File: src/rtl/laser_pulse_gen.sv
// Programmable laser pulse-train generator with a registered drive output, done/cfg_err strobes and sticky abort.
// Define LASER_GEN_SAFETY_ABORT_EN to let safety_fail force a latched FAULT state.
module laser_pulse_gen #(
    parameter int CNT_W = 32,
    parameter int NUM_W = 16
) (
    input  logic             clk,
    input  logic             rstn,
    input  logic             start,
    input  logic             stop,
    input  logic             laser_ready,
    input  logic             safety_fail,
    input  logic [CNT_W-1:0] pulse_width,
    input  logic [CNT_W-1:0] pulse_period,
    input  logic [NUM_W-1:0] pulse_num,
    output logic             laser_pulse_out,
    output logic             busy,
    output logic             done,
    output logic             cfg_err,
    output logic             abort_flag,
    output logic [NUM_W-1:0] pulses_sent
);

    typedef enum logic [1:0] {IDLE, HIGH, LOW, FAULT} state_t;

    state_t           state;
    logic [CNT_W-1:0] counter;
    logic [CNT_W-1:0] width_l;
    logic [CNT_W-1:0] period_l;
    logic [NUM_W-1:0] num_l;
    logic             stop_pending;

    // The drive output follows the HIGH state one cycle late, so the pulse starts the cycle after start is accepted.
    always_ff @(posedge clk or negedge rstn) begin
        if (!rstn) begin
            state           <= IDLE;
            counter         <= '0;
            width_l         <= '0;
            period_l        <= '0;
            num_l           <= '0;
            stop_pending    <= 1'b0;
            laser_pulse_out <= 1'b0;
            busy            <= 1'b0;
            done            <= 1'b0;
            cfg_err         <= 1'b0;
            abort_flag      <= 1'b0;
            pulses_sent     <= '0;
        end else begin
            done            <= 1'b0;
            cfg_err         <= 1'b0;
            laser_pulse_out <= (state == HIGH);
`ifdef LASER_GEN_SAFETY_ABORT_EN
            if (safety_fail) begin
                state           <= FAULT;
                busy            <= 1'b0;
                laser_pulse_out <= 1'b0;
                abort_flag      <= 1'b1;
            end else
`endif
            if ((state == HIGH || state == LOW) && !laser_ready) begin
                state           <= IDLE;
                busy            <= 1'b0;
                laser_pulse_out <= 1'b0;
                abort_flag      <= 1'b1;
            end else begin
                case (state)
                    IDLE: begin
                        if (start) begin
                            if (pulse_width == '0 || pulse_period <= pulse_width || !laser_ready) begin
                                cfg_err <= 1'b1;
                            end else begin
                                width_l      <= pulse_width;
                                period_l     <= pulse_period;
                                num_l        <= pulse_num;
                                abort_flag   <= 1'b0;
                                pulses_sent  <= NUM_W'(1);
                                counter      <= CNT_W'(1);
                                stop_pending <= 1'b0;
                                busy         <= 1'b1;
                                state        <= HIGH;
                            end
                        end
                    end
                    HIGH: begin
                        stop_pending <= stop_pending | stop;
                        counter      <= counter + 1'b1;
                        if (counter == width_l) begin
                            state <= LOW;
                        end
                    end
                    LOW: begin
                        stop_pending <= stop_pending | stop;
                        // A stop request is honoured only here, so a started pulse is never shortened.
                        if (counter == period_l) begin
                            if ((num_l != '0 && pulses_sent == num_l) || stop_pending || stop) begin
                                done  <= 1'b1;
                                busy  <= 1'b0;
                                state <= IDLE;
                            end else begin
                                counter     <= CNT_W'(1);
                                pulses_sent <= pulses_sent + 1'b1;
                                state       <= HIGH;
                            end
                        end else begin
                            counter <= counter + 1'b1;
                        end
                    end
                    FAULT: begin
                        if (!safety_fail && start) begin
                            state <= IDLE;
                        end
                    end
                    default: begin
                        state <= IDLE;
                    end
                endcase
            end
        end
    end

endmodule

File: config.mk
export PLATFORM = sky130hd
export DESIGN_NAME = laser_pulse_gen
export DESIGN_NICKNAME = d
export VERILOG_FILES = /design/src/rtl/laser_pulse_gen.sv
export SDC_FILE = /design/constraint.sdc
export NUM_CORES = 1
export LEC_CHECK = 0
export CAP_MARGIN = 20
export CORE_MARGIN = 5
export CORE_UTILIZATION = 30
export CTS_CLUSTER_DIAMETER = 200
export DETAILED_ROUTE_END_ITERATION = 10
export SLEW_MARGIN = 40
export SYNTH_ARGS = -nofsm -noshare
export SYNTH_HDL_FRONTEND = slang
export SYNTH_SLANG_ARGS = --single-unit
export TNS_END_PERCENT = 30
File: constraint.sdc
create_clock -name clk -period 3.2 [get_ports clk]
set_clock_uncertainty 0.2 [all_clocks]
set_input_delay 0.32 -clock clk [delete_from_list [all_inputs] [get_ports clk]]
set_output_delay 0.32 -clock clk [all_outputs]
set_load 0.03 [all_outputs]
Word-level counts from Yosys, hierarchy flattened:

Index checks and enable logic that the tools add are counted.

* bits in registers: 136
* memories: 0
* input bits: 86
* word-level logic and storage cells: 101
* ROM bits: 0
* memory bits (writable): 0
* latch bits: 0
* output and inout bits: 21

* mux-type cells: 38
* div/mod/pow operators: 0
* equal/unequal tests: 18
* $lt $le $gt $ge: 1
* bitwise logic cells: 3
* $mul: 0
* reduce and logical (&&, ||, !) cells: 27
* add/subtract/negate cells: 2
* shift-type cells: 0

Operator list (number)
* $mux 32: 4
* $pmux 32 s3: 1
* $eq 32x32->1: 2
* $mux 16: 4
* $add 32x1->32 const B: 1
* $le 32x32->1: 1
* $logic_not 32->1: 1
* $pmux 16 s2: 1
* $mux 1: 19
* $add 16x1->16 const B: 1
* $eq 16x16->1: 1
* $reduce_bool 16->1: 1
* $reduce_and 5->1: 3
* $mux 2: 6
* $ne 3x3->1 const B: 4
* $ne 3x1->1 const B: 3
* $ne 2x2->1 const B: 4
* $pmux 2 s4: 1
* $reduce_and 4->1: 2
* $reduce_bool 2->1: 4
* $reduce_and 6->1: 1
* $reduce_bool 3->1: 2
* $logic_or 1x1->1: 5
* $eq 2x2->1 const B: 2
* other kinds (10): 15

Depth between registers and ports, before layout:

* word-level depth: 8
* mapped depth: 12

Worst setup path after synthesis:

Ideal clock, no wire load.

* kind: input to register
* start: input port pulse_width[14]
* end: register num_l[0]
* stages on the path: 10
* setup slack: 0.361 ns
* path buffers: 2
* arrival: 2.514 ns
* path through: inv_1 -> ha_1 -> a21oi_1 -> nand2_1 -> a221o_1 -> o31ai_2 -> a211o_1 -> buf_2 -> buf_2 -> mux2_2

* longest elaborated chain between the ends: 5
* elaborated cells on any way between the ends: 6

RTL lines
* start: declaration: RTL line 13 `input logic [CNT_W-1:0] pulse_width,`
* $le 32x32->1 / $logic_not 32->1 (equally long branches): RTL line 69 `if (pulse_width == '0 || pulse_period <= pulse_width || !laser_ready) begin`
* $logic_or 1x1->1 (*) (2 in a row): RTL line 69
* $not 1->1 (no line) (*)
* $reduce_and 4->1 (no line) (*)
* end signal: assignment: RTL line 74 `num_l <= pulse_num;`
* end: declaration: RTL line 30 `logic [NUM_W-1:0] num_l;`

Mark *: on every way between the ends. The rest lies on a longest branch, timed or not.
A chain may end at the register's enable or synchronous reset.

Worst setup path in the final report:

* start: input port pulse_width[11]
* end: register pulses_sent[5]

* longest elaborated chain between the ends: 5
* elaborated cells on any way between the ends: 6

RTL lines
* $le 32x32->1 / $logic_not 32->1 (equally long branches): RTL line 69
* $logic_or 1x1->1 (*) (2 in a row): RTL line 69
* $ne 2x2->1 (no line) (*)
* $reduce_and 6->1 (no line) (*)
* end signal: assignment: RTL line 101 `pulses_sent <= pulses_sent + 1'b1;`
* end: declaration: RTL line 21 `output logic [NUM_W-1:0] pulses_sent`

Marked as above.

==> flow_summary.json <==
{
  "yosys_warnings": 0,
  "final_max_slew_viol_count": 0,
  "grt_overflow": 0,
  "synth-xor-area-share_pct": 8.68,
  "n_fill_cell": 2598,
  "synth_edf_count": 0,
  "worst_pin_slew_ns": 0.572,
  "drt-total-wl_microns": 24700,
  "clock_latency_ns": 0.43,
  "path_buf_inv": 6,
  "track_usage_pct": 16.5,
  "slowest_stage": "clkdlybuf4s50_1",
  "max_stage_delay_ns": 0.49,
  "synth_mux_area_share_pct": 7.19,
  "worstHoldPathCells": 4,
  "antenna_found_initial": 0,
  "postSynthAreaPerCell_sq_um": 9.74,
  "cp.required_ns": 3.31,
  "status": "completed",
  "die_h_microns": 174,
  "seq_power_share_pct": 37.8,
  "die_width_microns": 174,
  "max_clock_freq_mhz": 325,
  "switching_share_pct": 33.0,
  "min_period_ns": 3.08,
  "synth_compound_area_share_pct": 14.7,
  "synth-seq-area-share_pct": 42.1,
  "post-route-drc-count": 0,
  "synth_fa_ha_area_share_pct": 6.04,
  "drt-wirelength-per-cell_microns": 18.0,
  "first_iter_violations": 529,
  "initial_core_util_pct": 30.2,
  "hold_violations": 0,
  "reg2reg_from": "period_l[25]",
  "synthCells": 829,
  "path_cells": "clkdlybuf4s50_1 -> inv_2 -> ha_4 -> nand4_1 -> nor4_2 -> buf_4 -> a21boi_4 -> o31ai_2 -> buf_4 -> a31oi_4 -> buf_4 -> nand2_2 -> buf_4 -> a311o_1",
  "placed_area_sq_mm": 0.0103,
  "drive_above_1_share_pct": 21.7,
  "p_int_mw": 5.01,
  "cts_made_buffers": 17,
  "path_clk_slew_ns": 0.06,
  "grt_pass1_wl_microns": 39200,
  "cp-start-kind": "input port",
  "cp_max_fo": 6,
  "grt_max_degree": 57,
  "irDropWorstVdd_mv": 0.407,
  "tns_ns": 0,
  "slew_headroom_pct": 61.9,
  "synth_flop_cell": "dfrtp_1",
  "path_class": "in -> reg",
  "cts.sinks": 136,
  "synth_top_family_by_area": "simple AND/OR/NAND/NOR gates",
  "synthArstFlopShare_pct": 100,
  "clock-root-buffer": "clkbuf_16",
  "port_buffers": 106,
  "dp_hpwl_microns": 19400,
  "hp-class": "in -> reg",
  "netlist_area_sq_mm": 0.00808,
  "core_sq_mm": 0.0267,
  "gp_congestion": 0.864,
  "grt_pass1_vias": 6951,
  "p_clk_share_pct": 30.2,
  "arrival_ns": 3.19,
  "finish.instance_area_sq_mm": 0.0110,
  "final.period_utilization_pct": 96.3,
  "cts_tree": "yes",
  "cts-htree-levels": 4,
  "crit_path_frequent_cell": "buf_4",
  "setup_viol": 0,
  "ys_ff_latch": 136,
  "pwr-share-comb_pct": 32.0,
  "reg2reg_depth": 10,
  "crit_path_end_kind": "register",
  "synth_simple_gate_area_share_pct": 16.4,
  "drt-vias-per-instance": 5.01,
  "switchingPower_mw": 2.47,
  "cp_top_family": "buffers and inverters",
  "num_io_pins": 107,
  "ant_nets": 0,
  "num-nets-final": 1142,
  "hold_path_startpoint": "pulse_width[10]",
  "num_rows": 60,
  "area_growth_pct": 36.6,
  "synth_nets": 954,
  "num_vias": 6875,
  "reg2reg_to": "pulses_sent[13]",
  "ff2ff_setup_slack_ns": 0.28,
  "power_density_mw_per_mm2": 679,
  "ys_types": 57,
  "hold_end": "width_l[10]",
  "drtPass1Iterations": 4,
  "power.leakage_nw": 4.86,
  "die-area_sq_mm": 0.0303,
  "cts_buffer_depth": 2,
  "max-cap-violations": 0,
  "diodes": 0
}
[per-stage QoR]
| stage | std cells | hold slack [ns] | worst slack [ns] | util (%) | power, mW |
|---|---|---|---|---|---|
| 4_1_cts | 1370 | 0.254 | 0.0156 | 41.0 | 7.51 |
| 3_3_place_gp | 1337 | 0.131 | -0.351 | 38.4 | 5.19 |
| 3_5_place_dp | 1337 | 0.129 | -0.434 | 38.4 | 5.24 |
| 2_1_floorplan | 829 | -0.176 | 0.361 | - | 4.17 |
| 6_report | 1371 | 0.146 | 0.119 | 41.3 | 7.48 |
| 5_1_grt | 1371 | 0.183 | -0.00529 | 41.3 | 7.90 |
[layer usage]
| metal | vias to the layer above | track usage [%] | share of wire [%] |
|---|---|---|---|
| li1 | 3337 | - | - |
| met1 | 3316 | 20.8 | 43 |
| met2 | 188 | 28.0 | 50 |
| met3 | 34 | 3.55 | 4.8 |
| met4 | 0 | 5.41 | 2.7 |
| met5 | - | 0 | 0 |
[cells by family after synthesis]
kind of cell | Yosys count
simple gates | 253
compound gates | 177
flops | 136
xor+xnor | 80
mux | 52
buf+inv | 92
fa+ha+maj | 39
[synthesized netlist by cell type (all sizes together), types with 20 or more instances]
cell    number  share of area, %
a21oi       28               1.7
inv         47               2.2
clkbuf      25               1.2
nand3       34               2.1
dfrtp      136                42
buf         20               1.5
nand4       25               1.9
nor4        29               2.5
nand2       73               3.4
mux2        48               6.7
xnor2       40               4.3
ha          39               6.0
xor2        40               4.3
nor2        34               1.6
o21ai       77               4.8
[power groups by stage]
stage                     clock [mW]  sequential [mW]  combinational, mW
after global placement             0             2.85               2.34
final                           2.26             2.83               2.39
after CTS                       2.28             2.84               2.39
after detailed placement           0             2.86               2.37
after floorplan                    0             2.74               1.42
after global routing            2.37             2.90               2.63
[worst max path at each step]
stage / slack (ns) / depth (start not counted) / endpoint / startpoint
3_3_place_gp: -0.35 / 14 / pulses_sent[5] / pulse_width[11]
4_1_cts: 0.02 / 14 / pulses_sent[5] / pulse_width[11]
3_5_place_dp: -0.43 / 14 / pulses_sent[5] / pulse_width[11]
2_1_floorplan: 0.36 / 10 / num_l[0] / pulse_width[14]
5_1_grt: -0.005 / 14 / pulses_sent[3] / pulse_width[14]
6_report: 0.12 / 14 / pulses_sent[5] / pulse_width[11]
[layout make-up]
type | instances | area [sq um] | share of cell area (%)
clock buffers | 19 | 453 | 4.11
clock inverters | 13 | 224 | 2.03
inverters | 47 | 176 | 1.60
multi-input cells | 601 | 4350 | 39.5
flip-flops and latches | 136 | 3400 | 30.9
well taps | 341 | 427 | 3.87
repair buffers | 214 | 1990 | 18.1
[cell usage in the layout (no fill, tap or decap), drive strengths merged, types with 25 or more instances in the layout]
master         Yosys  routed
nand2             73      73
o21ai             77      77
inv               47      47
nor2              34      34
nor4              29      29
dfrtp            136     136
buf               20     108
ha                39      39
nand4             25      25
a21oi             28      28
xnor2             40      40
xor2              40      40
nand3             34      34
clkdlybuf4s50      0     104
mux2              48      48
[what timing repair did]
item	4_1_cts	5_1_grt
gates resized for setup	1	13
pin swaps	0	3
endpoints found under the setup margin	1	46
hold buffers	1	0
cloned	0	0
setup buffers	0	1
hold endpoints to repair	53	0
[tightest hold or removal path: stages]
cell and delay, ns:
dlymetal6s2s_1 0.14, inv_1 0.09, buf_4 0.10, o21ai_0 0.08
[state kept, by name (all words and copies together) (netlist names)]
name,count
busy,1
pulses_sent,16
counter,32
num_l,16
done,1
state,2
laser_pulse_out,1
abort_flag,1
stop_pending,1
cfg_err,1
period_l,32
width_l,32
No activity file was read; power rests on OpenSTA's default activity.
